**src/rtl/clkmon_pkg.sv**
```systemverilog
// clkmon_pkg: shared state/fault-code types and counter width for clock_monitor.
// Contents: state_t (FSM states), fault_code_t (fault causes), CNT_W (measurement width).
package clkmon_pkg;

    localparam int CNT_W = 16;

    typedef enum logic [2:0] {IDLE, ACQUIRE, MEASURE, LOCKED, FAULT} state_t;

    typedef enum logic [1:0] {FC_NONE, FC_SHORT, FC_LONG, FC_RSVD} fault_code_t;

endpackage

```
**src/rtl/sync_edge_detect.sv**
```systemverilog
// sync_edge_detect: 2-flop synchronizer for an asynchronous input plus an any-edge pulse.
// Ports: clk (clock), rst (async active-high reset), din (async input),
//        any_edge (one-cycle pulse on each rising or falling edge of the synchronized input).
module sync_edge_detect (
    input  logic clk,
    input  logic rst,
    input  logic din,
    output logic any_edge
);

    // sr[0], sr[1] form the synchronizer; sr[2] holds the previous synchronized value
    logic [2:0] sr;

    always_ff @(posedge clk or posedge rst)
        if (rst) sr <= '0;
        else     sr <= {sr[1:0], din};

    assign any_edge = sr[2] ^ sr[1];

endmodule

```
**src/rtl/clock_monitor.sv**
```systemverilog
// clock_monitor: half-period frequency checker for a slow divided clock, with lock and sticky fault reporting.
// Ports: clock1M (clock), reset (async active-high), enable (level), clk_in (async monitored clock),
//        clear_fault (pulse), half_period (last measurement, saturating), meas_valid (update pulse),
//        locked, fault (sticky), fault_code (00 none, 01 short, 10 long/stuck), min_half/max_half (statistics).
// Optional: define CLKMON_STATS_EN to build min_half/max_half tracking; otherwise both are tied to 0.
module clock_monitor
    import clkmon_pkg::*;
#(
    parameter int unsigned EXP_HALF = 50,
    parameter int unsigned TOL      = 1,
    parameter int unsigned LOCK_CNT = 4
) (
    input  logic             clock1M,
    input  logic             reset,
    input  logic             enable,
    input  logic             clk_in,
    input  logic             clear_fault,
    output logic [CNT_W-1:0] half_period,
    output logic             meas_valid,
    output logic             locked,
    output logic             fault,
    output logic [1:0]       fault_code,
    output logic [CNT_W-1:0] min_half,
    output logic [CNT_W-1:0] max_half
);

    localparam int GW = $clog2(LOCK_CNT + 1);
    localparam logic [CNT_W-1:0] LO = CNT_W'(EXP_HALF - TOL);
    localparam logic [CNT_W-1:0] HI = CNT_W'(EXP_HALF + TOL);
    localparam logic [CNT_W-1:0] TO = CNT_W'(EXP_HALF + TOL + 1);
    localparam logic [GW-1:0] LOCK_G  = GW'(LOCK_CNT);
    localparam logic [GW-1:0] LOCK_M1 = GW'(LOCK_CNT - 1);

    if (EXP_HALF <= TOL) begin : g_bad_cfg
        $error("clock_monitor: EXP_HALF-TOL must be at least 1");
    end

    state_t           state;
    logic [CNT_W-1:0] cnt;
    logic [GW-1:0]    good_cnt;
    logic             any_edge;

    sync_edge_detect u_sync (
        .clk      (clock1M),
        .rst      (reset),
        .din      (clk_in),
        .any_edge (any_edge)
    );

    // a measurement is only taken on edges seen while actively measuring
    logic meas, short_m, long_m, timeout;
    assign meas    = enable && any_edge && (state == MEASURE || state == LOCKED);
    assign short_m = meas && cnt < LO;
    assign long_m  = meas && cnt > HI;
    // an edge in the timeout cycle wins and is judged as a measurement instead
    assign timeout = enable && !any_edge && cnt >= TO && (state == MEASURE || state == LOCKED);

    always_ff @(posedge clock1M or posedge reset) begin
        if (reset) begin
            state       <= IDLE;
            cnt         <= '0;
            good_cnt    <= '0;
            half_period <= '0;
            meas_valid  <= 1'b0;
            locked      <= 1'b0;
            fault       <= 1'b0;
            fault_code  <= FC_NONE;
        end else begin
            meas_valid <= meas;
            cnt        <= any_edge ? CNT_W'(1) : (&cnt ? cnt : cnt + 1'b1);
            if (meas) half_period <= cnt;
            if (!enable && state != FAULT) begin
                state    <= IDLE;
                cnt      <= '0;
                good_cnt <= '0;
                locked   <= 1'b0;
            end else begin
                case (state)
                    IDLE: begin
                        state <= ACQUIRE;
                        cnt   <= '0;
                    end
                    ACQUIRE: if (any_edge) state <= MEASURE;
                    MEASURE, LOCKED: begin
                        if (short_m || long_m || timeout) begin
                            state      <= FAULT;
                            fault      <= 1'b1;
                            fault_code <= short_m ? FC_SHORT : FC_LONG;
                            locked     <= 1'b0;
                            good_cnt   <= '0;
                        end else if (meas) begin
                            if (good_cnt >= LOCK_M1) begin
                                good_cnt <= LOCK_G;
                                state    <= LOCKED;
                                locked   <= 1'b1;
                            end else begin
                                good_cnt <= good_cnt + 1'b1;
                            end
                        end
                    end
                    FAULT: if (clear_fault) begin
                        fault      <= 1'b0;
                        fault_code <= FC_NONE;
                        state      <= enable ? ACQUIRE : IDLE;
                    end
                    default: state <= IDLE;
                endcase
            end
        end
    end

`ifdef CLKMON_STATS_EN
    always_ff @(posedge clock1M or posedge reset) begin
        if (reset || (state == FAULT && clear_fault)) begin
            min_half <= '1;
            max_half <= '0;
        end else if (meas) begin
            if (cnt < min_half) min_half <= cnt;
            if (cnt > max_half) max_half <= cnt;
        end
    end
`else
    assign min_half = '0;
    assign max_half = '0;
`endif

endmodule
```
**config.mk**
```make
export PLATFORM = sky130hd
export DESIGN_NAME = clock_monitor
export DESIGN_NICKNAME = d
export VERILOG_FILES = /design/src/rtl/clkmon_pkg.sv /design/src/rtl/sync_edge_detect.sv /design/src/rtl/clock_monitor.sv
export SDC_FILE = /design/constraint.sdc
export NUM_CORES = 1
export LEC_CHECK = 0
export ABC_AREA = 1
export BUFFER_PORTS_ARGS = -buffer_cell sky130_fd_sc_hd__buf_2
export CAP_MARGIN = 40
export CORE_MARGIN = 2
export CORE_UTILIZATION = 50
export DETAILED_ROUTE_END_ITERATION = 8
export PLACE_DENSITY = 0.74
export SLEW_MARGIN = 20
export SYNTH_ARGS = -nofsm -noshare
export SYNTH_HDL_FRONTEND = slang
export SYNTH_SLANG_ARGS = --single-unit
```
**constraint.sdc**
```tcl
create_clock -name clock1M -period 1.8 [get_ports clock1M]
set_input_delay 0.18 -clock clock1M [delete_from_list [all_inputs] [get_ports clock1M]]
set_output_delay 0.18 -clock clock1M [all_outputs]
set_load 0.005 [all_outputs]
```
== Word-level counts from Yosys, hierarchy flattened ==
Index checks and enable logic that the tools add are counted.
Widths: inputs -> output; s select.

* Bits in read-only memories: 0
* Latch bits: 0
* Output and inout port bits: 53
* Register bits: 46
* Memories: 0
* Bits in writable memories: 0

* Bitwise operators: 2
* Shift operators: 0
* Add/sub/neg operators: 2
* Multiply operators: 0
* Equal/unequal tests: 12
* $lt $le $gt $ge: 4
* Div/mod/pow operators: 0
* Reductions and logical operators: 24
* Multiplexer cells: 29

{| class="wikitable"
|+ Operator list
! operator !! count
|-
| $mux 16 || 4
|-
| $mux 3 || 11
|-
| $add 16x1->16 const B || 1
|-
| $ge 16x6->1 const B || 1
|-
| $gt 16x6->1 const B || 1
|-
| $lt 16x6->1 const B || 1
|-
| $reduce_and 16->1 || 1
|-
| $pmux 3 s4 || 1
|-
| $ne 3x3->1 const B || 3
|-
| $logic_and 1x1->1 || 8
|-
| $mux 1 || 8
|-
| $ne 4x4->1 const B || 2
|-
| $reduce_and 4->1 || 2
|-
| $eq 3x2->1 const B || 2
|-
| $mux 2 || 3
|-
| $reduce_bool 3->1 || 2
|-
| $ne 2x2->1 const B || 2
|-
| $ne 4x2->1 const B || 1
|-
| $pmux 2 s2 || 1
|-
| $reduce_bool 2->1 || 2
|-
| $add 3x1->3 const B || 1
|-
| $eq 3x1->1 const B || 1
|-
| $eq 3x3->1 const B || 1
|-
| $ge 3x2->1 const B || 1
|-
| other kinds (9) || 12
|}

== Logic depth before layout (Yosys ltp) ==
* Word-level depth: 9
* Mapped depth: 13

== Hierarchy ==
From an unflattened synthesis, not the netlist that was laid out.

* Cells, all modules: 327
* Area total of the unflattened synthesis: 2,633.8 µm²

{| class="wikitable"
|+ By module, submodules not included
! module !! area each (µm²) !! cells each !! times used
|-
| clock_monitor || 2,536.2 || 318 || 1
|-
| sync_edge_detect || 97.6 || 9 || 1
|}

== Worst setup path before layout ==
No wires, ideal clock.

* Path kind: register -> register
* From: reg cnt[0]
* To: reg cnt[12]
* Setup time: 118 ps
* Data required time: 1,682 ps
* Data arrival time: 1,459 ps
* Clock period less this slack: 1,576 ps
* Path slack: 224 ps
* Stages on the path, launching flop included: 11
* Cell sequence: dfrtp_1 -> ha_1 -> nand3_2 -> nor2_4 -> nand3b_4 -> nor3_4 -> nand2_4 -> nand2_1 -> nand2_1 -> nand2_1 -> nor2_2

* Longest elaborated chain between the ends: 5

{| class="wikitable"
|+ Ends and longest elaborated chain
! what !! RTL line !! source
|-
| from (decl) || clock_monitor.sv:39 || <nowiki>logic [CNT_W-1:0] cnt;</nowiki>
|-
| from (signal assigned) || clock_monitor.sv:70 || <nowiki>cnt <= any_edge ? CNT_W'(1) : (&cnt ? cnt : cnt + 1'b1);</nowiki>
|-
| $add 16x1->16 || clock_monitor.sv:70 ||
|-
| $mux 16 (2 in a row) || clock_monitor.sv:70 ||
|-
| $mux 16 || clock_monitor.sv:78 || <nowiki>case (state)</nowiki>
|-
| $mux 16 || clock_monitor.sv:72 || <nowiki>if (!enable && state != FAULT) begin</nowiki>
|}

Several ways; a longest one is shown, not always the timed one. The select of a mux whose other input is x is not followed.
A chain may end at the register's enable or synchronous reset.

== Final worst setup path ==
* From: reg state[1]
* To: reg state[0]

* Longest elaborated chain between the ends: 9

{| class="wikitable"
|+ Ends and longest elaborated chain
! what !! RTL line !! source
|-
| from (decl) || clock_monitor.sv:38 || <nowiki>state_t state;</nowiki>
|-
| from (signal assigned) || clock_monitor.sv:104 || <nowiki>state <= enable ? ACQUIRE : IDLE;</nowiki>
|-
| $eq 3x2->1 || clock_monitor.sv:52, clock_monitor.sv:56, clock_monitor.sv:78 ||
|-
| $logic_or 1x1->1 || clock_monitor.sv:52, clock_monitor.sv:56 ||
|-
| $logic_and 1x1->1 || clock_monitor.sv:52 || <nowiki>assign meas = enable && any_edge && (state == MEASURE || state == LOCKED);</nowiki>
|-
| $logic_and 1x1->1, on equally long branches || clock_monitor.sv:53, clock_monitor.sv:54 ||
|-
| $logic_or 1x1->1 (2 in a row) || clock_monitor.sv:85 || <nowiki>if (short_m || long_m || timeout) begin</nowiki>
|-
| $mux 3 || clock_monitor.sv:85 ||
|-
| $pmux 3 s4 || clock_monitor.sv:78 ||
|-
| $mux 3 || clock_monitor.sv:72 ||
|}

Several ways; a longest one is shown, not always the timed one.

==> flow_summary.yaml <==
status:
  status: "completed"
grt:
  overflow: 0
  antenna_found_initial: 0
  grt_pass1_vias: 2011
  grt.total_usage: 0.205
  grt_max_degree: 28
  grt_pass1_wl_um: 9630
sta:
  hold_viol_final: 0
  tightest_slew_ns: 0.610
  min_period_over_period: 0.947
  setup_slack_ns: 0.0950
  finalSetupViolations: 0
  finClkSkew_ns: 0.00677
  fmax_mhz: 586
  min_period_ns: 1.71
  maxSlewHeadroom: 0.591
  slew_violations: 0
synth:
  ys_types: 34
  synthTopCellsByCount: "nand2_1, dfrtp_1, buf_4, inv_1, nand3_1"
  synth_edf_count: 0
  async_reset_ff_frac: 1.00
  ys_ff_latch: 46
  synthTopCellsByArea: "dfrtp_1, nand2_1, buf_4"
  syn_avg_cell_area_um2: 8.11
  synth_ff_type: "dfrtp_1"
  synth.yosys.warnings: 0
  syn_inst: 332
  synth_most_common_cell: "nand2_1"
  syn-cell-area_um2: 2690
  synth.largest_area_cell: "dfrtp_1"
  seq_area_frac_synth: 0.428
  synth_top_area_share: 0.428
die:
  core_um2: 5140
  io_pins: 58
  die_x_um: 77.4
  start_util: 0.524
  dieHeight_um: 77.4
  die_area_um2: 5990
  rows: 26
worst_hold_path:
  min_from: "clear_fault"
  hold_end: "state[2]$_DFFE_PP0P_"
  hold_class: "in2reg"
  hold_depth: 4
cts:
  clk_latency_ns: 0.30
  clk_pin_slew_worst_paths_ns: 0.08
  post_cts_buffers: 0
  root_buffer: "clkbuf_8"
  cts_tree: "done"
  clockBufferDepth: 2
  cts_buffers: 5
  cts_sinks: 46
  h-tree-depth: 2
power_and_ir_drop:
  p_leak_nw: 1.68
  irDropWorstVdd_v: 0.000516
  power_per_cell_area_nw_per_um2: 881
route:
  drt_iter0_markers: 151
  dr.pass1.iters: 4
  wl_per_cell_um: 12.8
  vias_per_cell: 4.94
  drc: 0
  ant_nets: 0
  num_vias: 2253
  wl_um: 5850
critical_path:
  arrival_ns: 1.90
  reg2reg_from: "state[1]$_DFFE_PP0P_"
  cp_max_fo: 4
  required_ns: 1.99
  rr_worst_depth: 10
  worstSetupPathType: "reg2reg"
  critPathCaptureType: "flop"
  startpoint_type: "flop"
  r2r-end: "state[0]$_DFFE_PP0P_"
  rrSetupSlack_ns: 0.09
final_layout:
  area_delta_synth_final_pct: 14.6
  drive_above_1_share: 0.241
  nets: 395
  fin_util: 0.601
  antenna_cells: 0
placed_design:
  post-place-ws_ns: 0.0397
  port_buffers: 25
  hpwl_um: 4390
  globalplace.congestion: 0.928
flow_run:
  drv_cap: 0
## worst max-delay path by stage
stage	startpoint	endpoint	slack (ns)	depth (start not counted)
3_5_place_dp	cnt[0]$_DFFE_PP0P_	good_cnt[0]$_DFFE_PP0P_	0.04	11
3_3_place_gp	cnt[0]$_DFFE_PP0P_	good_cnt[0]$_DFFE_PP0P_	0.1	11
6_report	state[1]$_DFFE_PP0P_	state[0]$_DFFE_PP0P_	0.09	10
4_1_cts	cnt[0]$_DFFE_PP0P_	good_cnt[0]$_DFFE_PP0P_	0.01	11
2_1_floorplan	cnt[0]$_DFFE_PP0P_	cnt[12]$_DFFE_PP0P_	0.22	10
5_1_grt	state[1]$_DFFE_PP0P_	state[0]$_DFFE_PP0P_	-0.04	10
## layout make-up
| type | count | area (µm²) |
|---|---|---|
| repair buffers | 51 | 338 |
| fillers | 468 | 2050 |
| well taps | 70 | 87.6 |
| flip-flops and latches | 46 | 1150 |
| inverters | 36 | 135 |
| clock inverters | 1 | 5.00 |
| multi-input cells | 245 | 1280 |
| clock buffers | 7 | 86.3 |
## flip-flops by register name (all words and copies together) (netlist names)
name         count
fault            1
half_period     16
u_sync.sr        3
meas_valid       1
good_cnt         3
locked           1
cnt             16
state            3
fault_code       2
## power by group
part | switching (W) | internal, W
combinational | 0.000537 | 0.000284
sequential | 0.0000916 | 0.00115
clock | 0.000344 | 0.000310
## kinds of logic after synthesis
logic type                 share of synthesized area
adders and majority gates                     0.0232
AOI/OAI and AO/OA                             0.0753
and+or+nand+nor                                0.303
other                                        0.00139
xor gates and xnor gates                      0.0163
buffers and inverters                          0.153
DFF                                            0.428
## per-layer routing
| metal | vias up | wire length (µm) | global-route usage |
|---|---|---|---|
| met3 | 10 | 389 | 0.0395 |
| met5 | - | 0 | 0 |
| li1 | 1110 | - | - |
| met1 | 1047 | 2820 | 0.304 |
| met4 | 0 | 104 | 0.0714 |
| met2 | 86 | 2540 | 0.301 |
## what timing repair did
action,in CTS,in global routing
endpoints found under the setup margin,0,19
hold buffers,2,0
hold endpoints to repair,15,0
gates resized for setup,0,9
## stage by stage
step           hold slack (ns)  TNS [ns]  cell area (µm²)  total power [W]  instances
2_1_floorplan            0.211         0             2810          0.00188        363
3_3_place_gp             0.193         0             2940          0.00204        445
3_5_place_dp             0.196         0             2940          0.00205        445
4_1_cts                  0.166         0             3050          0.00270        455
5_1_grt                  0.221   -0.0429             3090          0.00292        456
6_report                 0.170         0             3090          0.00272        456
## critical path: stages (launching register included)
cell and delay (ns):
dfrtp_1 0.42, nor2_2 0.17, nand2_2 0.10, nand2_2 0.14, inv_1 0.07, nor2_1 0.28
nand3_1 0.18, nand2_1 0.09, inv_1 0.04, nand3_1 0.05, nand2_1 0.06
## layout by cell type (no fill, tap or decap), types with 2 or more instances in the layout
| master | netlist | routed |
|---|---|---|
| nand2_2 | 6 | 6 |
| inv_1 | 32 | 31 |
| nor2_4 | 3 | 3 |
| o41ai_1 | 2 | 2 |
| nand3_2 | 4 | 4 |
| or2_2 | 2 | 2 |
| nand2_4 | 2 | 3 |
| buf_2 | 3 | 25 |
| nand3_1 | 24 | 25 |
| nor2_1 | 23 | 20 |
| o21ai_1 | 2 | 2 |
| nand4_1 | 9 | 9 |
| a31oi_1 | 3 | 3 |
| inv_2 | 4 | 4 |
| ha_1 | 5 | 4 |
| buf_4 | 32 | 23 |
| dfrtp_1 | 46 | 45 |
| nor3_1 | 4 | 4 |
| xor2_1 | 4 | 4 |
| dlygate4sd3_1 | 0 | 2 |
| o21ai_0 | 20 | 20 |
| nand2_1 | 79 | 78 |
| nor2_2 | 5 | 8 |
| conb_1 | 1 | 32 |
| a21oi_1 | 6 | 6 |
| clkbuf_8 | 0 | 6 |
(Power assumes the default switching activity.)
